==> src/rtl/isolde_vli_pkg.sv <==
// Shared types and header length decode for the ISOLDE variable-length instruction assembler.
package isolde_vli_pkg;

    localparam logic [6:0]  OPCODE_CUSTOM0 = 7'h0B;
    localparam logic [6:0]  OPCODE_CUSTOM1 = 7'h2B;
    localparam int unsigned LEN_W          = 4;

    typedef enum logic [1:0] {
        OPC_INVALID = 2'd0,
        OPC_CUSTOM0 = 2'd1,
        OPC_CUSTOM1 = 2'd2
    } isolde_vli_opcode_e;

    typedef struct packed {
        logic               legal;
        logic [LEN_W-1:0]   len;
        isolde_vli_opcode_e opc;
    } isolde_vli_dec_t;

    // Header decode: custom-0/1 opcodes carry length-1 in f3; everything else is rejected.
    function automatic isolde_vli_dec_t isolde_vli_decode_len(input logic [31:0] word,
                                                              input int unsigned max_words);
        isolde_vli_dec_t d;
        d.legal = 1'b0;
        d.len   = '0;
        d.opc   = OPC_INVALID;
        if (word[1:0] == 2'b11) begin
            if (word[6:0] == OPCODE_CUSTOM0) begin
                d.opc = OPC_CUSTOM0;
            end else if (word[6:0] == OPCODE_CUSTOM1) begin
                d.opc = OPC_CUSTOM1;
            end
            d.len   = LEN_W'(word[14:12]) + LEN_W'(1);
            d.legal = (d.opc != OPC_INVALID) && (32'(d.len) <= max_words);
        end
        if (!d.legal) begin
            d.len = '0;
            d.opc = OPC_INVALID;
        end
        return d;
    endfunction

endpackage

==> src/rtl/isolde_vli_bundle_reg.sv <==
// One bundle slot: instruction words, word count and opcode class with valid/ready hold.
module isolde_vli_bundle_reg
    import isolde_vli_pkg::*;
#(
    parameter int unsigned MAX_WORDS = 5,
    parameter int unsigned WORD_W    = 32,
    parameter int unsigned CNT_W     = 3
) (
    input  logic                          clk_i,
    input  logic                          rst_ni,
    input  logic                          flush_i,
    input  logic                          load_i,
    input  logic [MAX_WORDS*WORD_W-1:0]   instr_i,
    input  logic [CNT_W-1:0]              words_i,
    input  isolde_vli_opcode_e            opc_i,
    input  logic                          ready_i,
    output logic                          valid_o,
    output logic [MAX_WORDS*WORD_W-1:0]   instr_o,
    output logic [CNT_W-1:0]              words_o,
    output isolde_vli_opcode_e            opc_o
);

    logic                        valid_q;
    logic [MAX_WORDS*WORD_W-1:0] instr_q;
    logic [CNT_W-1:0]            words_q;
    isolde_vli_opcode_e          opc_q;

    // Slot register: flush empties it, a load fills it, a handshake frees it; payload held otherwise.
    always_ff @(posedge clk_i or negedge rst_ni) begin
        if (!rst_ni) begin
            valid_q <= 1'b0;
            instr_q <= '0;
            words_q <= '0;
            opc_q   <= OPC_INVALID;
        end else if (flush_i) begin
            valid_q <= 1'b0;
        end else if (load_i) begin
            valid_q <= 1'b1;
            instr_q <= instr_i;
            words_q <= words_i;
            opc_q   <= opc_i;
        end else if (valid_q && ready_i) begin
            valid_q <= 1'b0;
        end
    end

    assign valid_o = valid_q;
    assign instr_o = instr_q;
    assign words_o = words_q;
    assign opc_o   = opc_q;

endmodule

==> src/rtl/isolde_vli_assembler.sv <==
// Assembles 1..MAX_WORDS-word ISOLDE custom instructions from a word stream into one bundle.
// Optional build macro: ISOLDE_VLI_SKID_EN adds an assembly slot so collection continues
// while the output bundle is held.
module isolde_vli_assembler
    import isolde_vli_pkg::*;
#(
    parameter int unsigned MAX_WORDS = 5,
    parameter int unsigned WORD_W    = 32,
    parameter int unsigned CNT_W     = $clog2(MAX_WORDS + 1)
) (
    input  logic                          clk_i,
    input  logic                          rst_ni,
    input  logic                          flush_i,
    input  logic                          in_valid_i,
    output logic                          in_ready_o,
    input  logic [WORD_W-1:0]             in_word_i,
    output logic                          out_valid_o,
    input  logic                          out_ready_i,
    output logic [MAX_WORDS*WORD_W-1:0]   out_instr_o,
    output logic [CNT_W-1:0]              out_words_o,
    output isolde_vli_opcode_e            out_opcode_o,
    output logic                          illegal_o,
    output logic                          busy_o
);

    localparam int unsigned BW = MAX_WORDS * WORD_W;

    typedef enum logic [1:0] {
        S_IDLE    = 2'd0,
        S_COLLECT = 2'd1,
        S_EMIT    = 2'd2
    } state_e;

    state_e             state_q;
    logic [CNT_W-1:0]   count_q;
    logic [CNT_W-1:0]   target_q;
    isolde_vli_opcode_e opc_q;
    logic [BW-1:0]      asm_q;
    logic               illegal_q;

    isolde_vli_dec_t    dec_c;
    logic               accept_c;
    logic               last_c;
    logic               complete_c;
    logic               enter_emit_c;
    logic               leave_emit_c;
    logic [BW-1:0]      new_instr_c;
    logic [CNT_W-1:0]   new_words_c;
    isolde_vli_opcode_e new_opc_c;

    // Header decode, word acceptance and instruction completion
    assign dec_c      = isolde_vli_decode_len(32'(in_word_i), MAX_WORDS);
    assign in_ready_o = rst_ni && !flush_i && (state_q != S_EMIT);
    assign accept_c   = in_valid_i && in_ready_o;
    assign last_c     = (count_q + CNT_W'(1)) == target_q;
    assign complete_c = accept_c &&
                        (((state_q == S_IDLE) && dec_c.legal && (dec_c.len == LEN_W'(1))) ||
                         ((state_q == S_COLLECT) && last_c));

    // Completed bundle as it will look once the word being accepted is merged in
    always_comb begin
        new_instr_c = asm_q;
        new_words_c = target_q;
        new_opc_c   = opc_q;
        if (state_q == S_IDLE) begin
            new_instr_c = BW'(in_word_i);
            new_words_c = CNT_W'(1);
            new_opc_c   = dec_c.opc;
        end else begin
            new_instr_c[32'(count_q)*WORD_W +: WORD_W] = in_word_i;
        end
    end

    // Collection FSM: header capture, payload stores, hand-off to the bundle slot(s)
    always_ff @(posedge clk_i or negedge rst_ni) begin
        if (!rst_ni) begin
            state_q   <= S_IDLE;
            count_q   <= '0;
            target_q  <= '0;
            opc_q     <= OPC_INVALID;
            asm_q     <= '0;
            illegal_q <= 1'b0;
        end else begin
            illegal_q <= 1'b0;
            if (flush_i) begin
                state_q <= S_IDLE;
                count_q <= '0;
            end else begin
                case (state_q)
                    S_IDLE: begin
                        if (accept_c) begin
                            if (!dec_c.legal) begin
                                illegal_q <= 1'b1;
                            end else begin
                                asm_q    <= BW'(in_word_i);
                                opc_q    <= dec_c.opc;
                                target_q <= CNT_W'(dec_c.len);
                                if (complete_c) begin
                                    count_q <= '0;
                                    state_q <= enter_emit_c ? S_EMIT : S_IDLE;
                                end else begin
                                    count_q <= CNT_W'(1);
                                    state_q <= S_COLLECT;
                                end
                            end
                        end
                    end
                    S_COLLECT: begin
                        if (accept_c) begin
                            asm_q[32'(count_q)*WORD_W +: WORD_W] <= in_word_i;
                            if (complete_c) begin
                                count_q <= '0;
                                state_q <= enter_emit_c ? S_EMIT : S_IDLE;
                            end else begin
                                count_q <= count_q + CNT_W'(1);
                            end
                        end
                    end
                    S_EMIT: begin
                        if (leave_emit_c) begin
                            state_q <= S_IDLE;
                        end
                    end
                    default: state_q <= S_IDLE;
                endcase
            end
        end
    end

`ifdef ISOLDE_VLI_SKID_EN
    logic               out_free_c;
    logic               out_load_c;
    logic               skid_valid_c;
    logic [BW-1:0]      skid_instr_c;
    logic [CNT_W-1:0]   skid_words_c;
    isolde_vli_opcode_e skid_opc_c;

    // Output slot is free now or is being freed by this cycle's handshake
    assign out_free_c   = !out_valid_o || out_ready_i;
    assign enter_emit_c = !out_free_c;
    assign leave_emit_c = out_free_c;
    assign out_load_c   = !flush_i && out_free_c && (skid_valid_c || complete_c);

    isolde_vli_bundle_reg #(
        .MAX_WORDS (MAX_WORDS),
        .WORD_W    (WORD_W),
        .CNT_W     (CNT_W)
    ) u_skid (
        .clk_i   (clk_i),
        .rst_ni  (rst_ni),
        .flush_i (flush_i),
        .load_i  (complete_c && !out_free_c),
        .instr_i (new_instr_c),
        .words_i (new_words_c),
        .opc_i   (new_opc_c),
        .ready_i (out_free_c),
        .valid_o (skid_valid_c),
        .instr_o (skid_instr_c),
        .words_o (skid_words_c),
        .opc_o   (skid_opc_c)
    );

    isolde_vli_bundle_reg #(
        .MAX_WORDS (MAX_WORDS),
        .WORD_W    (WORD_W),
        .CNT_W     (CNT_W)
    ) u_out (
        .clk_i   (clk_i),
        .rst_ni  (rst_ni),
        .flush_i (flush_i),
        .load_i  (out_load_c),
        .instr_i (skid_valid_c ? skid_instr_c : new_instr_c),
        .words_i (skid_valid_c ? skid_words_c : new_words_c),
        .opc_i   (skid_valid_c ? skid_opc_c : new_opc_c),
        .ready_i (out_ready_i),
        .valid_o (out_valid_o),
        .instr_o (out_instr_o),
        .words_o (out_words_o),
        .opc_o   (out_opcode_o)
    );
`else
    // Single slot: EMIT lasts exactly as long as the output bundle is pending
    assign enter_emit_c = 1'b1;
    assign leave_emit_c = out_valid_o && out_ready_i;

    isolde_vli_bundle_reg #(
        .MAX_WORDS (MAX_WORDS),
        .WORD_W    (WORD_W),
        .CNT_W     (CNT_W)
    ) u_out (
        .clk_i   (clk_i),
        .rst_ni  (rst_ni),
        .flush_i (flush_i),
        .load_i  (complete_c),
        .instr_i (new_instr_c),
        .words_i (new_words_c),
        .opc_i   (new_opc_c),
        .ready_i (out_ready_i),
        .valid_o (out_valid_o),
        .instr_o (out_instr_o),
        .words_o (out_words_o),
        .opc_o   (out_opcode_o)
    );
`endif

    assign illegal_o = illegal_q;
    assign busy_o    = (state_q != S_IDLE) || out_valid_o;

endmodule

==> config.mk <==
export PLATFORM = sky130hd
export DESIGN_NAME = isolde_vli_assembler
export DESIGN_NICKNAME = d
export VERILOG_FILES = /design/src/rtl/isolde_vli_pkg.sv /design/src/rtl/isolde_vli_bundle_reg.sv /design/src/rtl/isolde_vli_assembler.sv
export SDC_FILE = /design/constraint.sdc
export NUM_CORES = 1
export LEC_CHECK = 0
export ABC_AREA = 1
export BUFFER_PORTS_ARGS = -buffer_cell sky130_fd_sc_hd__buf_4
export CORE_ASPECT_RATIO = 1.75
export CORE_MARGIN = 8
export CORE_UTILIZATION = 61
export DETAILED_ROUTE_END_ITERATION = 16
export GPL_TIMING_DRIVEN = 0
export PLACE_DENSITY_LB_ADDON = 0.05
export REMOVE_ABC_BUFFERS = 1
export SYNTH_ARGS = -nofsm -noshare
export SYNTH_HDL_FRONTEND = slang
export SYNTH_SLANG_ARGS = --single-unit
==> constraint.sdc <==
create_clock -name clk_i -period 4.31 [get_ports clk_i]
set_input_delay 0.862 -clock clk_i [delete_from_list [all_inputs] [get_ports clk_i]]
set_output_delay 0.862 -clock clk_i [all_outputs]
set_load 0.005 [all_outputs]
==> reports/results.tsv, run 1 <==
stage	metric	value	unit
outcome	status	finished clean	
die	core.rowCount	77	
setup_path	cp-end-kind	register	
setup_path	path_common_cell	nand2_1	
sta	finalCriticalPeriod	3830	ps
layout	final_cells	2495	
global_route	grt_pass1_vias	13500	
die	floorplan.initialDensity	61.9	%
layout	utilization	73.5	%
synthesis	syn_area	15600	um2
placed_design	hpwl	26.1	mm
pwr	p_per_area	352	nW/um2
layout	layout_commonest_cell	nand2_1	
synthesis	synth_top_area_cell	dfrtp_1	
drt	drtAntennaViolNets	0	
global_route	grt_max_degree	103	
placed_design	placed_cells	2438	
setup_path	required	4760	ps
drt	vias	13800	
die	fp.dieArea	31200	um2
die	die_w	137	um
clock_tree	root_buffer	clkbuf_16	
global_route	gr-total-overflow	0	
synthesis	yosys.cell_types.count	30	
drt	drt_iter0_drc	1073	
clock_tree	clk_pin_slew	70	ps
placed_design	port-buffer-count	205	
sta	timing.final.crit_share	88.9	%
sta	setup_viol	0	
sta	hold_violations	0	
global_route	antenna_found_initial	0	
synthesis	synthTopCellsByArea	dfrtp_1, nand2_1, o21ai_0	
setup_path	start_kind	register	
synthesis	ys_warn_count	0	
global_route	grt_pass1_wl	68.6	mm
synthesis	synth-seq-cells	337	
clock_tree	clkLatencyLatePin	570	ps
clock_tree	clk_path_buf_depth	3	
pwr	leakage	9.88	nW
drt	firstDrtPassIters	5	
synthesis	syn_inst	2028	
layout	nets	2200	
drt	drc_errors	0	
die	boundaryPins	206	
setup_path	cpMaxStageDelayCell	dfrtp_2	
min_path	holdCritPathClass	in2async	
setup_path	path_max_fanout	101	
pwr	ir_drop	359	uV
clock_tree	cts_hold_buf	0	
global_route	globalRouteTotalUtil	27.2	%
sta	slew_headroom	35.1	%
die	core-area	25200	um2
layout	syn_to_final_growth	18.7	%
clock_tree	cts.htree.levels	1	
setup_path	cpPeakStageDelay	750	ps
clock_tree	tritoncts	yes	
synthesis	synth_top_area_share	54.0	%
drt	wirelength	42.3	mm
setup_path	path_class	reg2reg	
clock_tree	cts-buffers-inserted	31	
placed_design	place_congestion	0.795	
die	dieHeight	228	um
sta	slew_viol_final	0	
sta	clock_skew	11.6	ps
sta	fmax	0.261	GHz
job	maxCapViolations	0	
drt	viasPerCell	5.53	
drt	wl_per_cell	17.0	um
sta	tightest_slew	971	ps
synthesis	synth_area_per_cell	7.70	um2
setup_path	crit_arrival	4280	ps
clock_tree	cts_sinks	337	
synthesis	seq_area_frac_synth	54.0	%
layout	drive_gt1_share	13.4	%
sta	rsz0062_at_grt	no	
layout	diodes	0	
setup_path	crit_chain	inv_1, ha_1, inv_1, nand2_1, nand3_1, nor2_1, nand2_1, nand2_1, nand2_4, clkinv_4, buf_16, nand2_1, nand2_1	
layout	mostFrequentLayoutCells	nand2_1, dfrtp_1, o21ai_0	
-- kinds of logic after synthesis --
kind of cell | count (synthesis) | synth area share [%]
multiplexers | 1 | 0.0641
buffers and inverters | 267 | 7.12
flip-flops | 337 | 54.0
adder cells (fa/ha/maj) | 5 | 0.401
XOR/XNOR | 2 | 0.112
AND/OR/NAND/NOR | 1024 | 24.9
AO/OA/AOI/OAI | 392 | 13.4
-- stage by stage --
stage	power [mW]	hold slack (ps)	worst slack, ps	area (um2)	setup TNS, ps
6_report	6.52	212	477	18500	0
5_1_grt	6.74	245	185	18500	0
4_1_cts	6.57	220	54.1	18500	0
3_5_place_dp	3.73	460	-445	17500	-40190
3_3_place_gp	3.70	454	-10080	17000	-2891380
2_1_floorplan	3.53	442	-4310	15000	-805760
-- flip-flops by register name, summed over array words and instances (netlist names) --
signal         count
asm_q            160
u_out.instr_o    160
count_q            3
target_q           3
u_out.words_o      3
opc_q              2
state_q            2
u_out.opc_o        2
illegal_o          1
u_out.valid_o      1
-- final timing paths --
check / startpoint / end / slack, ps / depth (start not counted)
min in group clk_i: out_ready_i / u_out.valid_o$_DFFE_PN0P_ / 470 / 2
hold / removal: rst_ni / u_out.instr_o[67]$_DFFE_PN0P_ / 210 / 1
setup reg to reg: count_q[0]$_DFFE_PN0P_ / u_out.instr_o[122]$_DFFE_PN0P_ / 480 / 13
setup / recovery: count_q[0]$_DFFE_PN0P_ / u_out.instr_o[122]$_DFFE_PN0P_ / 480 / 13
hold reg to reg: asm_q[158]$_DFFE_PN0P_ / asm_q[158]$_DFFE_PN0P_ / 480 / 2
max in group asynchronous: rst_ni / u_out.instr_o[27]$_DFFE_PN0P_ / 2810 / 3
-- cell type report --
cell class / count / area (um2)
clock buffers: 44 / 885
clock inverters: 10 / 153
fillers: 1984 / 6700
well taps: 316 / 395
inverters: 138 / 526
flip-flops and latches: 337 / 8430
repair buffers: 225 / 2000
multi-input cells: 1425 / 6150
-- power breakdown --
group / switching [mW] / internal (mW)
Combinational: 0.291 / 0.131
Sequential: 0.0328 / 3.22
Clock: 1.19 / 1.66
Total: 1.51 / 5.01
-- critical path: cells and delay by family (launching register included) --
family / cells / cell delay (ps)
flops: 1 / 750
simple gates: 8 / 1100
buf+inv: 4 / 1370
fa+ha+maj: 1 / 390
-- per-layer routing --
layer  GRT usage [%]  routed length [um]
met5               0                   0
met3            4.25                2830
met1            33.3               16900
met4            10.2                1370
met2            47.2               21300
-- what timing repair did --
action	4_1_cts	5_1_grt
setup endpoints to repair	64	175
resized for setup	2	1
pin swaps	0	0
gates cloned	0	1
buffers inserted	0	2
-- cells in the mapped netlist, drive strengths merged --
| library cell | instances |
|---|---|
| mux2i | 1 |
| buf | 62 |
| inv | 136 |
| o22ai | 61 |
| nand3 | 24 |
| nor2 | 192 |
| nand2 | 803 |
| o31ai | 1 |
| clkbuf | 67 |
| a21oi | 54 |
| dfrtp | 337 |
| o21ai | 259 |
| xor2 | 1 |
| ha | 5 |
| clkinv | 2 |
| nand4 | 3 |
| nor3 | 1 |
| xnor2 | 1 |
| o21a | 1 |
| and2 | 1 |
| a22oi | 16 |
(Power assumes the default switching activity.)
==> run 2: changes to the inputs <==
BUFFER_PORTS_ARGS = default   (was -buffer_cell sky130_fd_sc_hd__buf_4)
DONT_BUFFER_PORTS = 1   (was default)
==> reports/results.tsv, run 2 (same netlist as run 1, synthesis figures left out) <==
stage	metric	value	unit	change
clock_tree	cts.htree.levels	1		unchanged
sta	holdWs	27.1	ps	-185 ps
layout	stdcell_area	17100	um2	-8.0%
drt	drt_iter0_drc	931		-13%
clock_tree	root_buffer	clkbuf_16		
setup_path	path_class	reg2reg		
global_route	globalRoute.busiestLayer	met2		
pwr	leakage	8.82	nW	-11%
layout	layout_commonest_cell	nand2_1		
sta	rsz0062_at_grt	no		
placed_design	hpwl	24.6	mm	-5.6%
sta	hold_violations	0		unchanged
global_route	grt_pass1_wl	66.3	mm	-3.2%
setup_path	crit_chain	inv_1, ha_1, ha_1, nand3_1, clkinv_1, nand2_8, nor2_1, a21oi_1, nor2_1, nand2_1, nand2_1		
placed_design	placed_area	15900	um2	-9.0%
clock_tree	cts-buffers-inserted	30		-3.2%
layout	final_cells	2288		-8.3%
clock_tree	clk_pin_slew	60	ps	about the same
setup_path	cpPeakStageDelay	770	ps	+20 ps
setup_path	r2r_setup_slack	520	ps	+50 ps
sta	fmax	0.264	GHz	+1.2%
global_route	antenna_found_initial	0		unchanged
die	die_w	137	um	unchanged
job	maxCapViolations	0		unchanged
drt	viasPerCell	5.63		+1.8%
sta	finalCriticalPeriod	3790	ps	-45.2 ps
global_route	met1_usage	32.4	%	-0.88 points
layout	seq_area	8430	um2	unchanged
layout	fill_cells	2184		+10%
setup_path	cpMaxStageDelayCell	dfrtp_2		
min_path	holdCritPathClass	in2async		
sta	clock_skew	21.8	ps	+10.2 ps
global_route	use_met2	44.5	%	-2.7 points
placed_design	placed_cells	2232		-8.4%
layout	syn_to_final_growth	9.21	%	
sta	slew_viol_final	0		unchanged
global_route	grt_max_degree	339		+230%
drt	drc_errors	0		unchanged
placed_design	place_congestion	0.766		-3.6%
die	fp.dieArea	31200	um2	unchanged
die	boundaryPins	206		unchanged
clock_tree	tritoncts	yes		
die	core-area	25200	um2	unchanged
layout	multi_input_area	6140	um2	-0.14%
pwr	ir_drop	354	uV	-1.2%
placed_design	port-buffer-count	0		-100%
setup_path	cp-end-kind	register		
layout	diodes	0		unchanged
sta	tightest_slew	960	ps	-11.0 ps
die	core.rowCount	77		unchanged
global_route	grt_use_met3	5.92	%	+1.7 points
setup_path	start_kind	register		
pwr	p_per_area	385	nW/um2	+9.6%
sta	slew_headroom	35.8	%	+0.74 points
setup_path	path_max_fanout	64		-37%
sta	timing.final.crit_share	87.9	%	-1.0 points
sta	setup_viol	0		unchanged
global_route	grt_pass1_vias	12600		-7.3%
layout	utilization	67.6	%	-5.9 points
layout	nets	1991		-9.5%
clock_tree	cts_sinks	337		unchanged
drt	wirelength	40.9	mm	-3.4%
die	floorplan.initialDensity	61.9	%	unchanged
global_route	gr-total-overflow	0		unchanged
setup_path	crit_arrival	4230	ps	-50 ps
drt	wl_per_cell	17.9	um	+5.3%
global_route	globalRouteTotalUtil	26.5	%	-0.64 points
drt	vias	12900		-6.7%
clock_tree	clk_path_buf_depth	3		unchanged
drt	drtAntennaViolNets	0		unchanged
clock_tree	clkLatencyLatePin	570	ps	about the same
die	dieHeight	228	um	unchanged
setup_path	required	4750	ps	about the same
drt	firstDrtPassIters	5		unchanged
outcome	status	finished clean		
layout	drive_gt1_share	4.51	%	-8.9 points
layout	mostFrequentLayoutCells	nand2_1, dfrtp_1, o21ai_0		
## run 2: changes by cell type in the layout (fill, tap and decap cells not counted)
cell	previous run	this run
a21oi_2	1	0
buf_16	10	11
buf_8	1	0
bufinv_16	4	7
clkinvlp_4	1	0
clkbuf_1	7	3
clkbuf_8	6	5
buf_12	8	7
buf_4	206	0
clkinv_2	5	9
## run 2: final cells by class
type	count	area share, %
clock buffer	39	5.02
clock inverter	16	1.50
inverter	138	3.08
multi-input combinational	1424	36.0
sequential	337	49.5
tap	316	2.32
timing repair buffer	18	2.60
## run 2: report_power, final
group	leakage, nW	internal, mW	total (mW)	switching, mW
registers	4.40	3.22	3.25	0.0336
clock network	0.556	1.81	3.00	1.19
logic	3.87	0.100	0.317	0.217
total	8.82	5.13	6.57	1.44
## run 2: final timing paths
check                                  startpoint                        endpoint  depth (start not counted)
max in group asynchronous                  rst_ni   u_out.instr_o[77]$_DFFE_PN0P_                          1
min reg2reg                asm_q[157]$_DFFE_PN0P_          asm_q[157]$_DFFE_PN0P_                          2
max reg2reg                count_q[0]$_DFFE_PN0P_  u_out.instr_o[153]$_DFFE_PN0P_                         11
min in group clk_i                    out_ready_i       u_out.valid_o$_DFFE_PN0P_                          1
min                                        rst_ni          asm_q[128]$_DFFE_PN0P_                          0
max                        count_q[0]$_DFFE_PN0P_  u_out.instr_o[153]$_DFFE_PN0P_                         11
## run 2: per-layer routing
layer  up-vias  share of wire (%)  routed length, um
met3        75                7.5               3050
met5         -                  0                  0
met2       366                 49              20100
li1       6235                  -                  -
met4         0                3.8               1540
met1      6206                 40              16200
## run 2: what timing repair did
item	4_1_cts	5_1_grt
gates cloned	0	0
resized for setup	2	1
buffers inserted	0	0
setup endpoints to repair	64	114
hold endpoints to repair	169	86
## run 2: worst max-delay path, delay by kind of cell, from the launching register on
family | cells | cell delay [ps]
buf+inv | 2 | 910
flops | 1 | 770
fa+ha+maj | 2 | 580
compound gates | 1 | 220
simple gates | 6 | 1180
## run 2: per-stage QoR
stage / setup slack [ps] / TNS (ps) / power, mW
2_1_floorplan: -4310 / -805760 / 3.53
3_3_place_gp: -10150 / -2457930 / 3.59
3_5_place_dp: -405 / -20870 / 3.61
4_1_cts: 128 / 0 / 6.60
5_1_grt: 317 / 0 / 6.78
6_report: 522 / 0 / 6.57
